--- config.mk ---
export PLATFORM = sky130hd
export DESIGN_NAME = fetch_line_streamer_flat
export DESIGN_NICKNAME = d
export VERILOG_FILES = /design/src/rtl/fetch_line_streamer_pkg.sv /design/src/rtl/fetch_line_streamer_if.sv /design/src/rtl/fetch_line_streamer_line_word_select.sv /design/src/rtl/fetch_line_streamer.sv /design/src/flat_wrapper.sv
export SDC_FILE = /design/constraint.sdc
export NUM_CORES = 1
export LEC_CHECK = 0
export ABC_AREA = 1
export BUFFER_PORTS_ARGS = -buffer_cell sky130_fd_sc_hd__buf_4
export CORE_AREA = 4 4 287 289
export CTS_BUF_LIST = sky130_fd_sc_hd__clkbuf_8
export DETAILED_ROUTE_END_ITERATION = 7
export DIE_AREA = 0 0 291 293
export GPL_TIMING_DRIVEN = 0
export PLACE_DENSITY_LB_ADDON = 0.05
export SYNTH_ARGS = -nofsm -noshare
export SYNTH_HDL_FRONTEND = slang
export SYNTH_SLANG_ARGS = --single-unit
--- constraint.sdc ---
create_clock -name clk -period 20.8 [get_ports clk]
set_input_delay 2.08 -clock clk [delete_from_list [all_inputs] [get_ports clk]]
set_output_delay 2.08 -clock clk [all_outputs]
set_load 0.05 [all_outputs]
--- src/rtl/fetch_line_streamer_pkg.sv ---
// Shared types and line geometry for the fetch line streamer.
package fetch_pkg;

  localparam int LINE_WORDS       = 16;
  localparam int LINE_OFFSET_BITS = 6;
  localparam int WORD_OFFSET_BITS = 2;

  typedef enum logic [1:0] {
    IDLE,
    REQ,
    WAIT,
    STREAM
  } fetch_state_t;

endpackage

--- src/rtl/fetch_line_streamer_if.sv ---
// Redirect, line-fetcher and decoder-side signals of the fetch line streamer.
interface fetch_line_streamer_if #(
  parameter int BUS_DATA_WIDTH = 64,
  parameter int INSTR_WIDTH    = 32
);
  logic                          redirect_valid;
  logic [BUS_DATA_WIDTH-1:0]     redirect_pc;
  logic                          fetch_enable;
  logic [BUS_DATA_WIDTH-1:0]     fetch_addr;
  logic                          fetch_ready;
  logic [BUS_DATA_WIDTH*8-1:0]   fetch_data;
  logic                          instr_valid;
  logic [INSTR_WIDTH-1:0]        instr;
  logic [BUS_DATA_WIDTH-1:0]     instr_pc;
  logic                          instr_ready;

  modport master (
    input  redirect_valid, redirect_pc, fetch_ready, fetch_data, instr_ready,
    output fetch_enable, fetch_addr, instr_valid, instr, instr_pc
  );

  modport slave (
    output redirect_valid, redirect_pc, fetch_ready, fetch_data, instr_ready,
    input  fetch_enable, fetch_addr, instr_valid, instr, instr_pc
  );
endinterface

--- src/rtl/fetch_line_streamer_line_word_select.sv ---
// Combinational word mux: picks word idx out of a held cache line, zero latency.
module line_word_select #(
  parameter int LINE_W = 512,
  parameter int WORD_W = 32,
  parameter int IDX_W  = 4
) (
  input  logic [LINE_W-1:0] line,
  input  logic [IDX_W-1:0]  idx,
  output logic [WORD_W-1:0] word
);

  always_comb begin
    word = '0;
    for (int i = 0; i < LINE_W / WORD_W; i++) begin
      if (idx == IDX_W'(i)) word = line[i*WORD_W +: WORD_W];
    end
  end

endmodule

--- src/rtl/fetch_line_streamer.sv ---
// Fetch line streamer: redirect->fetch_enable 1 cycle, fetch_ready->instr_valid 1 cycle, instr_ready low stalls.
// Optional FETCH_LINE_REUSE_EN: redirects inside the held line stay in STREAM without refetching.
module fetch_line_streamer
  import fetch_pkg::*;
#(
  parameter int BUS_DATA_WIDTH = 64,
  parameter int LINE_BYTES     = 64,
  parameter int INSTR_WIDTH    = 32
) (
  input  logic                   clk,
  input  logic                   reset,
  fetch_line_streamer_if.master  bus
);

  localparam int LINE_W = BUS_DATA_WIDTH * 8;
  localparam int IDX_W  = LINE_OFFSET_BITS - WORD_OFFSET_BITS;

  fetch_state_t              state;
  logic [BUS_DATA_WIDTH-1:0] pc;
  logic [BUS_DATA_WIDTH-1:0] line_addr;
  logic [LINE_W-1:0]         line;
  logic                      stale;
  logic                      seen_low;

  logic [BUS_DATA_WIDTH-1:0] redirect_al;
  logic [BUS_DATA_WIDTH-1:0] pc_seq;
  logic                      line_ok;
  logic                      last_word;
  logic                      same_line;
  logic [INSTR_WIDTH-1:0]    word;

  function automatic logic [BUS_DATA_WIDTH-1:0] line_base(input logic [BUS_DATA_WIDTH-1:0] a);
    return {a[BUS_DATA_WIDTH-1:LINE_OFFSET_BITS], {LINE_OFFSET_BITS{1'b0}}};
  endfunction

  assign redirect_al = bus.redirect_pc & ~BUS_DATA_WIDTH'(3);
  assign pc_seq      = pc + BUS_DATA_WIDTH'(4);
  // A ready level carried over from the previous line must drop before it counts.
  assign line_ok     = bus.fetch_ready & seen_low;
  assign last_word   = &pc[LINE_OFFSET_BITS-1:WORD_OFFSET_BITS];

`ifdef FETCH_LINE_REUSE_EN
  assign same_line = (bus.redirect_pc[BUS_DATA_WIDTH-1:LINE_OFFSET_BITS] ==
                      line_addr[BUS_DATA_WIDTH-1:LINE_OFFSET_BITS]);
`else
  assign same_line = 1'b0;
`endif

  always_ff @(posedge clk or posedge reset) begin
    if (reset) begin
      state     <= IDLE;
      pc        <= '0;
      line_addr <= '0;
      line      <= '0;
      stale     <= 1'b0;
      seen_low  <= 1'b0;
    end else begin
      case (state)
        IDLE: begin
          if (bus.redirect_valid) begin
            pc        <= redirect_al;
            line_addr <= line_base(redirect_al);
            state     <= REQ;
          end
        end
        REQ: begin
          seen_low <= 1'b0;
          state    <= WAIT;
          if (bus.redirect_valid) begin
            pc    <= redirect_al;
            stale <= 1'b1;
          end
        end
        WAIT: begin
          if (!bus.fetch_ready) seen_low <= 1'b1;
          if (bus.redirect_valid) pc <= redirect_al;
          if (line_ok) begin
            // The fetcher cannot be aborted, so a stale line is dropped and the newest pc refetched.
            if (stale || bus.redirect_valid) begin
              stale     <= 1'b0;
              line_addr <= line_base(bus.redirect_valid ? redirect_al : pc);
              state     <= REQ;
            end else begin
              line  <= bus.fetch_data;
              state <= STREAM;
            end
          end else if (bus.redirect_valid) begin
            stale <= 1'b1;
          end
        end
        STREAM: begin
          if (bus.redirect_valid) begin
            pc <= redirect_al;
            if (!same_line) begin
              line_addr <= line_base(redirect_al);
              state     <= REQ;
            end
          end else if (bus.instr_ready) begin
            pc <= pc_seq;
            if (last_word) begin
              line_addr <= line_base(pc_seq);
              state     <= REQ;
            end
          end
        end
        default: state <= IDLE;
      endcase
    end
  end

  line_word_select #(
    .LINE_W (LINE_W),
    .WORD_W (INSTR_WIDTH),
    .IDX_W  (IDX_W)
  ) u_word_select (
    .line (line),
    .idx  (pc[LINE_OFFSET_BITS-1:WORD_OFFSET_BITS]),
    .word (word)
  );

  assign bus.fetch_enable = (state == REQ);
  assign bus.fetch_addr   = line_addr;
  assign bus.instr_valid  = (state == STREAM);
  assign bus.instr        = word;
  assign bus.instr_pc     = pc;

endmodule

--- src/flat_wrapper.sv ---
// flat-port wrapper written by rule: the top's interface ports become plain ports
module fetch_line_streamer_flat import fetch_pkg::*;
#(
  parameter int BUS_DATA_WIDTH = 64,
  parameter int LINE_BYTES     = 64,
  parameter int INSTR_WIDTH    = 32
)
  (clk, reset, bus_redirect_valid, bus_redirect_pc, bus_fetch_ready, bus_fetch_data, bus_instr_ready, bus_fetch_enable, bus_fetch_addr, bus_instr_valid, bus_instr, bus_instr_pc);
  fetch_line_streamer_if #(.BUS_DATA_WIDTH(BUS_DATA_WIDTH), .INSTR_WIDTH(INSTR_WIDTH)) bus_i ();
  input  logic clk;
  input  logic reset;
  input wire logic [$bits(bus_i.redirect_valid)-1:0] bus_redirect_valid;
  input wire logic [$bits(bus_i.redirect_pc)-1:0] bus_redirect_pc;
  input wire logic [$bits(bus_i.fetch_ready)-1:0] bus_fetch_ready;
  input wire logic [$bits(bus_i.fetch_data)-1:0] bus_fetch_data;
  input wire logic [$bits(bus_i.instr_ready)-1:0] bus_instr_ready;
  output wire logic [$bits(bus_i.fetch_enable)-1:0] bus_fetch_enable;
  output wire logic [$bits(bus_i.fetch_addr)-1:0] bus_fetch_addr;
  output wire logic [$bits(bus_i.instr_valid)-1:0] bus_instr_valid;
  output wire logic [$bits(bus_i.instr)-1:0] bus_instr;
  output wire logic [$bits(bus_i.instr_pc)-1:0] bus_instr_pc;
  assign bus_i.redirect_valid = bus_redirect_valid;
  assign bus_i.redirect_pc = bus_redirect_pc;
  assign bus_i.fetch_ready = bus_fetch_ready;
  assign bus_i.fetch_data = bus_fetch_data;
  assign bus_i.instr_ready = bus_instr_ready;
  assign bus_fetch_enable = bus_i.fetch_enable;
  assign bus_fetch_addr = bus_i.fetch_addr;
  assign bus_instr_valid = bus_i.instr_valid;
  assign bus_instr = bus_i.instr;
  assign bus_instr_pc = bus_i.instr_pc;
  fetch_line_streamer #(.BUS_DATA_WIDTH(BUS_DATA_WIDTH), .LINE_BYTES(LINE_BYTES), .INSTR_WIDTH(INSTR_WIDTH)) u_core (.clk(clk), .reset(reset), .bus(bus_i));
endmodule
==> run metrics, run 1 <==
CP cell instances=inv_1 > ha_1 > inv_1 > nor3_1 > clkbuf_1 > nand2_1 > nand3_1 > nand2_1 > nand3_1 > nand2_1 > nand2_1 > nand2_1 > nand3_1 > nand3_1 > nand3_1 > nand2_1 > nand2_1 > nand2_1 > nand2_1 > nand2_1 > nand2_1 > buf_4; I/O pin count=743; Max IR drop VDD=63.0 uV; Rows=104; Max Clock Skew=0.0379 ns; CORE AREA=79900 sq um; power density over the cells=106 nW/um^2; fmax=143 MHz; EDFF count, synth=0; minimum clock period=6.98 ns; area leader, netlist=dfrtp_1; routed len/inst=23.2 microns; initial antenna violation count=41; share of cells above drive strength 1=27.0%; grt ovf=0; via count=30.9k; DR vias/cell=5.23; Nets=5326; Worst Max-Slew Pin Slew=1.16 ns; clk buf depth=3; area of the multi-input gates=14200 sq um; Pint=2.51 mW; area share of the largest cell type after synthesis=48.9%; final period utilization=33.6%; status=completed; # DRC=0; DIE AREA=85300 sq um; Area growth, synth to finish=28.6%; Clock Root Buffer=clkbuf_8; register area=15900 sq um; post-route ant nets=0; Slew headroom=22.5%; Sw Share=43.7%; Hold Vio Cnt, Final=0; Hold Slack=0.499 ns; Clock Power Share=26.6%; sinks on the clock net=636; CTS clk-pin slew, worst paths=0.06 ns; CP endpoint kind=output port; data arrival time of the worst path=4.90 ns; synthesized area=32600 sq um; asr flop ratio synth=100%; Die W=291 microns; clk_lat worst skew=0.74 ns; first-pass GRT wire length=198000 microns; post-CTS sizing=0; Slew Limit Fails=0; PortBufs=731; Synth Warn #=0; initial core utilization=40.8%; most frequent cells in the layout=919 x nand2_1, 741 x buf_4, 636 x dfrtp_1; max_cap viols=0; largest net degree at the start of global routing=126; CP max stage delay=0.84 ns; synth unique cells=54; Synth Flop Type=dfrtp_1; Logic pwr share=39.2%; Final setup violation count=0; Cells after Synth=3876; Register-to-Register Setup Slack=17.32 ns; critical path peak fanout=10; top cells by area, synth=dfrtp_1 49%, mux2_2 11%, nand2_1 11%, a21oi_1 6.1%, inv_1 4.5%; WL final=137000 microns; Critical Path Most Common Cell=nand2_1; commonest non-fill, non-tap cell in the layout=nand2_1; static leakage=22.0 nW; Pre-Repair DR Iteration Count=6; CP Class=flop to output port; Placed Area=39500 sq um; Die Y-Extent=293 microns; Critical Path RT=18.72 ns; register area share after synthesis=48.9%; number of global-route vias before repair=30.3k; Crit-path slowest cell=nor3_1; RSZ-0062 raised after global routing=no; # hold bufs at CTS=0; switching power=1.95 mW; H-Tree Depth=3; startpoint class of the critical path=flop; gr usage total=31.0%; Initial DRC Count=2267; fill count=7970; Detail Placement HPWL=107000 microns; Seq pwr share=34.2%; min-delay worst type=flop to flop; cts bufs inserted=115; Yosys reg bits=636; CTS tree=yes; placer congestion estimate=0.952; synthesized area per cell=8.40 sq um; Final Cell Area=41900 sq um; Post-CTS Setup Inserts=0
-- cell families (layout without fill, tap and decap cells) --
| family | after synthesis | count (layout) | share of synthesized area (%) |
|---|---|---|---|
| buffers and inverters | 636 | 1572 | 7.57 |
| other | 1 | 39 | 0.0115 |
| adder cells (fa/ha/maj) | 9 | 9 | 0.346 |
| AO/OA/AOI/OAI | 671 | 671 | 11.8 |
| AND/OR/NAND/NOR | 1589 | 1589 | 19.9 |
| flip-flops | 636 | 636 | 48.9 |
| XOR/XNOR | 5 | 5 | 0.134 |
| multiplexers | 329 | 329 | 11.4 |
-- path summary, 6_finish.rpt --
check                                  startpoint                   endpoint  cells past startpoint
max                        u_core.bus.instr_pc[3]              bus_instr[12]                     22
min                               u_core.line[64]            u_core.line[64]                      1
max reg2reg                       u_core.state[0]           u_core.line[474]                     11
min reg2reg                       u_core.line[64]            u_core.line[64]                      1
max in group asynchronous                   reset  u_core.bus.fetch_addr[57]                      4
min in group asynchronous                   reset           u_core.line[261]                      2
-- through the flow --
stage                      TNS, ns  worst slack, ns  total power [mW]  utilization, %  cells
after CTS                        0            13.75              4.47            52.3   5879
after detailed placement         0            14.57              3.28            49.5   5679
after global placement    -4832.91            -7.70              3.27            49.3   5674
after global routing             0            13.48              4.65            52.4   5897
after floorplan                  0            0.904              2.58               -   3883
final                            0            13.82              4.46            52.4   5910
-- power groups by stage --
stage,Clock (mW),Sequential (mW),Combinational (mW)
after floorplan,0,1.87,0.708
after global placement,0,1.54,1.73
after detailed placement,0,1.54,1.74
after CTS,1.21,1.52,1.74
after global routing,1.26,1.54,1.85
final,1.19,1.52,1.75
-- final cells by class --
| type | count | area share (%) |
|---|---|---|
| Antenna cell | 31 | 0.185 |
| Buffer | 238 | 2.32 |
| Clock buffer | 143 | 4.70 |
| Clock inverter | 57 | 0.690 |
| Inverter | 398 | 3.58 |
| Multi-Input combinational cell | 2611 | 33.9 |
| Sequential cell | 636 | 38.0 |
| Tap cell | 1060 | 3.17 |
| Timing Repair Buffer | 736 | 13.4 |
-- metal layers --
layer  vias up  track usage, %  wire (microns)
met2      1151            51.6           65700
met4        26            10.4            4550
li1      14500               -               -
met5         -               0             174
met3       240            7.37           10500
met1     15000            40.0           56300
-- cells in the mapped netlist, types with 3 or more instances --
cell type	count
xor2_1	5
a221oi_1	21
buf_2	32
nand3_1	195
o2111ai_1	3
o311ai_0	3
nor2_4	3
nand2_1	919
or2_2	9
a31oi_1	8
o21ai_1	3
buf_4	10
a21oi_1	399
ha_1	9
nor2_2	7
o21ai_0	116
nor4_1	5
o211ai_1	17
dfrtp_1	636
nand2_2	6
a22oi_1	45
nor3_1	33
a41oi_1	38
o31ai_1	5
nor2_1	378
clkbuf_1	166
mux2_2	329
buf_1	30
inv_2	4
inv_1	393
nand4_1	25
-- registers in the layout, summed over array words and instances, names as in the netlist --
register and count:
u_core.line 512, u_core.bus.instr_pc 62, u_core.bus.fetch_addr 58, u_core.state 2, u_core.seen_low 1, u_core.stale 1
-- critical path, delay by kind of cell (launching register included) --
family / cells / cell delay [ns]
flops: 1 / 0.44
simple gates: 17 / 2.51
fa+ha+maj: 1 / 0.27
buf+inv: 4 / 0.94
No activity file was read; power rests on OpenSTA's default activity.
==> inputs of run 2 (changes only) <==
==> constraint.sdc (replaced) <==
create_clock -name clk -period 5.95 [get_ports clk]
set_input_delay 0.595 -clock clk [delete_from_list [all_inputs] [get_ports clk]]
set_output_delay 0.595 -clock clk [all_outputs]
set_load 0.05 [all_outputs]
==> run 2 against run 1 <==
Net effect: critical path depth did not move; highest routed layer unchanged; largest power group unchanged; combinational power rose to 3.5 times the previous value; core utilization grew 0.33 points; non-clock buffer count increased by 15; sequential share of layout area shrank 0.24 points; global-route usage up 0.070 points; wire length about the same; sequential cell count did not move; critical endpoint is now bus_instr[16]; die area stayed put.
==> run metrics, run 2 (same netlist as run 1, synthesis figures left out) <==
status=completed; minimum clock period=5.46 ns; WL final=137000 microns; Hold Vio Cnt, Final=0; CP max stage delay=0.78 ns; min-delay worst type=input port to flop; CORE AREA=79900 sq um; max FFs per register=512; routed len/inst=23.2 microns; Initial DRC Count=2257; number of global-route vias before repair=30.5k; max_cap viols=0; sinks on the clock net=636; Slew headroom=31.1%; dpl ws=1.25 ns; Max IR drop VDD=262 uV; Area growth, synth to finish=29.4%; PortBufs=731; CP endpoint kind=output port; gr usage total=31.1%; most frequent cells in the layout=919 x nand2_1, 741 x buf_4, 636 x dfrtp_1; CTS clk-pin slew, worst paths=0.06 ns; CP Class=flop to output port; fill count=7972; post-route ant nets=0; setup slack after layout=0.489 ns; I/O pin count=743; cts bufs inserted=113; Pre-Repair DR Iteration Count=6; first-pass GRT wire length=199000 microns; RSZ-0062 raised after global routing=no; grt ovf=0; Slew Limit Fails=0; Largest Register=u_core.line; static leakage=22.1 nW; Critical Path Most Common Cell=nand2_1; placer congestion estimate=0.937; via count=30.9k; H-Tree Depth=3; startpoint class of the critical path=flop; data arrival time of the worst path=4.87 ns; Crit-path slowest cell=nor3_1; DR vias/cell=5.22; share of cells above drive strength 1=27.2%; Hold Slack=0.0762 ns; Rows=104; Clock Root Buffer=clkbuf_8; Post-CTS Setup Inserts=0; final setup TNS=0 ns; final period utilization=91.8%; initial core utilization=40.8%; Die W=291 microns; DIE AREA=85300 sq um; Final setup violation count=0; fmax=183 MHz; Die Y-Extent=293 microns; CTS tree=yes; Worst Max-Slew Pin Slew=1.03 ns; Detail Placement HPWL=108000 microns; CP cell instances=inv_1 > ha_1 > inv_1 > nor3_1 > clkbuf_1 > nand2_1 > nand3_1 > nand2_1 > nand3_1 > nand2_1 > nand2_1 > nand2_1 > nand3_1 > nand3_1 > nand3_1 > nand2_1 > nand2_1 > nand2_1 > nand2_1 > nand2_1 > nand2_1 > buf_4; clk_lat worst skew=0.76 ns; critical path peak fanout=10; clk buf depth=3; power density over the cells=370 nW/um^2; Critical Path RT=5.36 ns; initial antenna violation count=41; Max Clock Skew=0.0552 ns; Nets=5339; commonest non-fill, non-tap cell in the layout=nand2_1; Register-to-Register Setup Slack=2.42 ns; # DRC=0; largest net degree at the start of global routing=39
[run 2: report_power, final]
part / total, mW / internal (mW) / switching, mW
Sequential: 5.32 / 4.81 / 0.509
Clock: 4.15 / 2.19 / 1.96
Combinational: 6.14 / 1.79 / 4.35
[run 2: final cells by class]
cell class              count  area, sq um  area share (%)
flip-flops and latches    636        15900            37.8
inverters                 398         1500            3.55
diodes                     30         75.1           0.178
repair buffers            751         5880            13.9
multi-input cells        2611        14200            33.7
clock inverters            58          322           0.763
clock buffers             142         1950            4.64
plain buffers             238          971            2.30
well taps                1060         1330            3.15
[run 2: worst max-delay path, delay by kind of cell, from the launching register on]
| family | cells | cell delay (ns) |
|---|---|---|
| simple gates | 17 | 2.48 |
| flops | 1 | 0.43 |
| buf+inv | 4 | 0.98 |
| fa+ha+maj | 1 | 0.27 |
[run 2: timing repair]
item / in CTS / in global routing
setup endpoints to repair: 0 / 0
resized for setup: 0 / 0
hold buffers: 1 / 0
endpoints found under the hold margin: 25 / 0
[run 2: stage by stage]
| stage | total power, mW | area (sq um) | utilization (%) | instances |
|---|---|---|---|---|
| global route | 16.3 | 42100 | 52.7 | 5911 |
| CTS | 15.6 | 42100 | 52.7 | 5894 |
| detailed placement | 11.5 | 39800 | 49.8 | 5693 |
| floorplan | 9.00 | 32600 | - | 3883 |
| global placement | 11.4 | 39400 | 49.3 | 5674 |
| finish | 15.6 | 42100 | 52.8 | 5924 |
[run 2: path summary, 6_finish.rpt]
check / start / to / cells after the start
min in group asynchronous: reset / u_core.line[39] / 3
worst max register to register: u_core.state[0] / u_core.line[466] / 11
worst max-delay path: u_core.bus.instr_pc[3] / bus_instr[16] / 22
max in group asynchronous: reset / u_core.line[490] / 11
worst min-delay path: bus_fetch_data[23] / u_core.line[23] / 2
worst min register to register: u_core.line[75] / u_core.line[75] / 1
[run 2: per-layer routing]
metal	track usage (%)	vias up	wire, microns
met5	0	-	141
met4	12.1	24	5230
met3	7.63	262	11100
met2	50.7	1197	65200
met1	40.1	15000	55700
li1	-	14500	-
==> inputs of run 3 (changes only) <==
--- a/config.mk
+++ b/config.mk
@@ -6,7 +6,7 @@
 export NUM_CORES = 1
 export LEC_CHECK = 0
 export ABC_AREA = 1
-export BUFFER_PORTS_ARGS = -buffer_cell sky130_fd_sc_hd__buf_4
+export BUFFER_PORTS_ARGS = -buffer_cell sky130_fd_sc_hd__buf_2
 export CORE_AREA = 4 4 287 289
 export CTS_BUF_LIST = sky130_fd_sc_hd__clkbuf_8
 export DETAILED_ROUTE_END_ITERATION = 7
==> constraint.sdc (replaced) <==
create_clock -name clk -period 6.9 [get_ports clk]
set_input_delay 0.69 -clock clk [delete_from_list [all_inputs] [get_ports clk]]
set_output_delay 0.69 -clock clk [all_outputs]
set_load 0.05 [all_outputs]
==> run 3 against run 2 <==
Net effect: clock skew rose by 0.0042 ns; wire length down 0.59%; first-iteration DRC count increased by 7.0%; total power down 17%; combinational power shrank 19%; cell count is 0.22% higher; register-to-register slack better by 0.93 ns; design area decreased by 4.4%; sequential power shrank 14%; critical path depth is the same; critical path type unchanged; critical endpoint is now bus_instr[9].
==> run metrics, run 3 (same netlist as run 1, synthesis figures left out) <==
H-Tree Depth=3; critical path's top delay family=simple AND/OR/NAND/NOR gates; number of global-route vias before repair=30.9k; clk buf depth=3; Slew headroom=27.7%; Final setup violation count=0; cts bufs inserted=114; I/O pin count=743; Largest Register=u_core.line; final period utilization=82.1%; Max Clock Skew=0.0594 ns; Final Cell Area=40300 sq um; initial core utilization=40.8%; first-pass GRT wire length=198000 microns; Initial DRC Count=2415; Hold Vio Cnt, Final=0; status=completed; Pre-Repair DR Iteration Count=6; Power Total=13.0 mW; Die Y-Extent=293 microns; Detail Placement HPWL=107000 microns; data arrival time of the worst path=4.97 ns; Rows=104; CTS clk-pin slew, worst paths=0.06 ns; Clock Root Buffer=clkbuf_8; sinks on the clock net=636; critical path peak fanout=10; minimum clock period=5.66 ns; fmax=177 MHz; # DRC=0; post-route ant nets=0; max_cap viols=0; most frequent cells in the layout=919 x nand2_1, 763 x buf_2, 636 x dfrtp_1; power density over the cells=323 nW/um^2; Critical Path RT=6.21 ns; static leakage=21.5 nW; Placed Area=38000 sq um; final setup TNS=0 ns; max FFs per register=512; PortBufs=731; DIE AREA=85300 sq um; Area growth, synth to finish=23.7%; CP cell instances=inv_1 > ha_1 > inv_1 > nor3_1 > buf_2 > nand2_1 > nand3_1 > nand2_1 > nand3_1 > nand2_1 > nand2_1 > nand2_1 > nand3_1 > nand3_1 > nand3_1 > nand2_1 > nand2_1 > nand2_1 > nand2_1 > nand2_1 > nand2_1 > buf_2; CP endpoint kind=output port; DR vias/cell=5.22; commonest non-fill, non-tap cell in the layout=nand2_1; Die W=291 microns; setup slack after layout=1.24 ns; via count=31.0k; share of cells above drive strength 1=27.2%; Crit-path slowest cell=nor3_1; Critical Path Most Common Cell=nand2_1; placer congestion estimate=0.940; RSZ-0062 raised after global routing=no; dpl ws=2.04 ns; grt ovf=0; startpoint class of the critical path=flop; Worst Max-Slew Pin Slew=1.08 ns; Max IR drop VDD=213 uV; CTS tree=yes; Hold Slack=0.173 ns; Nets=5341; largest net degree at the start of global routing=40; Slew Limit Fails=0; min-delay worst type=input port to flop; routed len/inst=23.0 microns; clk_lat worst skew=0.75 ns; CORE AREA=79900 sq um; CP max stage delay=0.85 ns; gr usage total=31.0%; WL final=136000 microns; crit path buf inv count=4; initial antenna violation count=62; CP Class=flop to output port
run 3: cell types whose count changed in the layout (fill, tap and decap cells not counted), sizes merged:
cell / delta
clkinv: -2
diode: +13
inv: +4
buf: +1
bufinv: -1
clkbuf: -2
run 3: metrics by stage:
step           instances  util [%]
6_report            5937      50.4
5_1_grt             5918      50.4
4_1_cts             5894      50.3
3_5_place_dp        5694      47.5
3_3_place_gp        5674      47.0
2_1_floorplan       3883         -
run 3: final timing paths:
path | startpoint | to | slack (ns) | cells after the start
max | u_core.bus.instr_pc[3] | bus_instr[9] | 1.24 | 22
min | bus_fetch_data[482] | u_core.line[482] | 0.17 | 2
max reg2reg | u_core.state[0] | u_core.line[466] | 3.35 | 11
min reg2reg | u_core.line[84] | u_core.line[84] | 0.50 | 1
max in group asynchronous | reset | u_core.line[452] | 4.22 | 10
min in group asynchronous | reset | u_core.line[9] | 0.56 | 3
run 3: routing by layer:
metal / wire (microns) / vias to the layer above / global-route usage [%] / part of all wire (%)
met1: 56300 / 14900 / 39.9 / 41
met4: 4970 / 30 / 11.4 / 3.6
met5: 206 / - / 0 / 0.15
met2: 64600 / 1266 / 51.4 / 47
met3: 10300 / 260 / 6.92 / 7.6
li1: - / 14500 / - / -
run 3: area by class of cell:
| class | instances | area (sq um) |
|---|---|---|
| flip-flops and latches | 636 | 15900 |
| repair buffers | 752 | 4070 |
| inverters | 398 | 1500 |
| well taps | 1060 | 1330 |
| multi-input cells | 2611 | 14200 |
| plain buffers | 238 | 971 |
| diodes | 43 | 108 |
| clock inverters | 59 | 273 |
| clock buffers | 140 | 1930 |
| fillers | 8210 | 39600 |
run 3: worst register-to-register path, cell delays in order, from the launching register on:
cell      delay, ns
dfrtp_1        0.42
inv_1          0.08
ha_1           0.19
buf_2          0.17
inv_1          0.15
nor3_1         0.10
nand2_1        0.14
buf_2          0.36
buf_2          0.42
clkbuf_1       0.79
clkbuf_1       0.48
a21oi_1        0.15
run 3: power breakdown:
part           leakage (nW)  switching, mW  internal [mW]
registers              7.62          0.423           4.15
clock network          1.31           1.67           1.82
logic                  12.6           3.75           1.21
total                  21.5           5.85           7.18
run 3: timing repair:
action	in CTS	in global routing
hold buffers	1	0
setup buffers	0	0
endpoints found under the setup margin	0	0
gates resized for setup	0	0
hold endpoints to repair	18	0
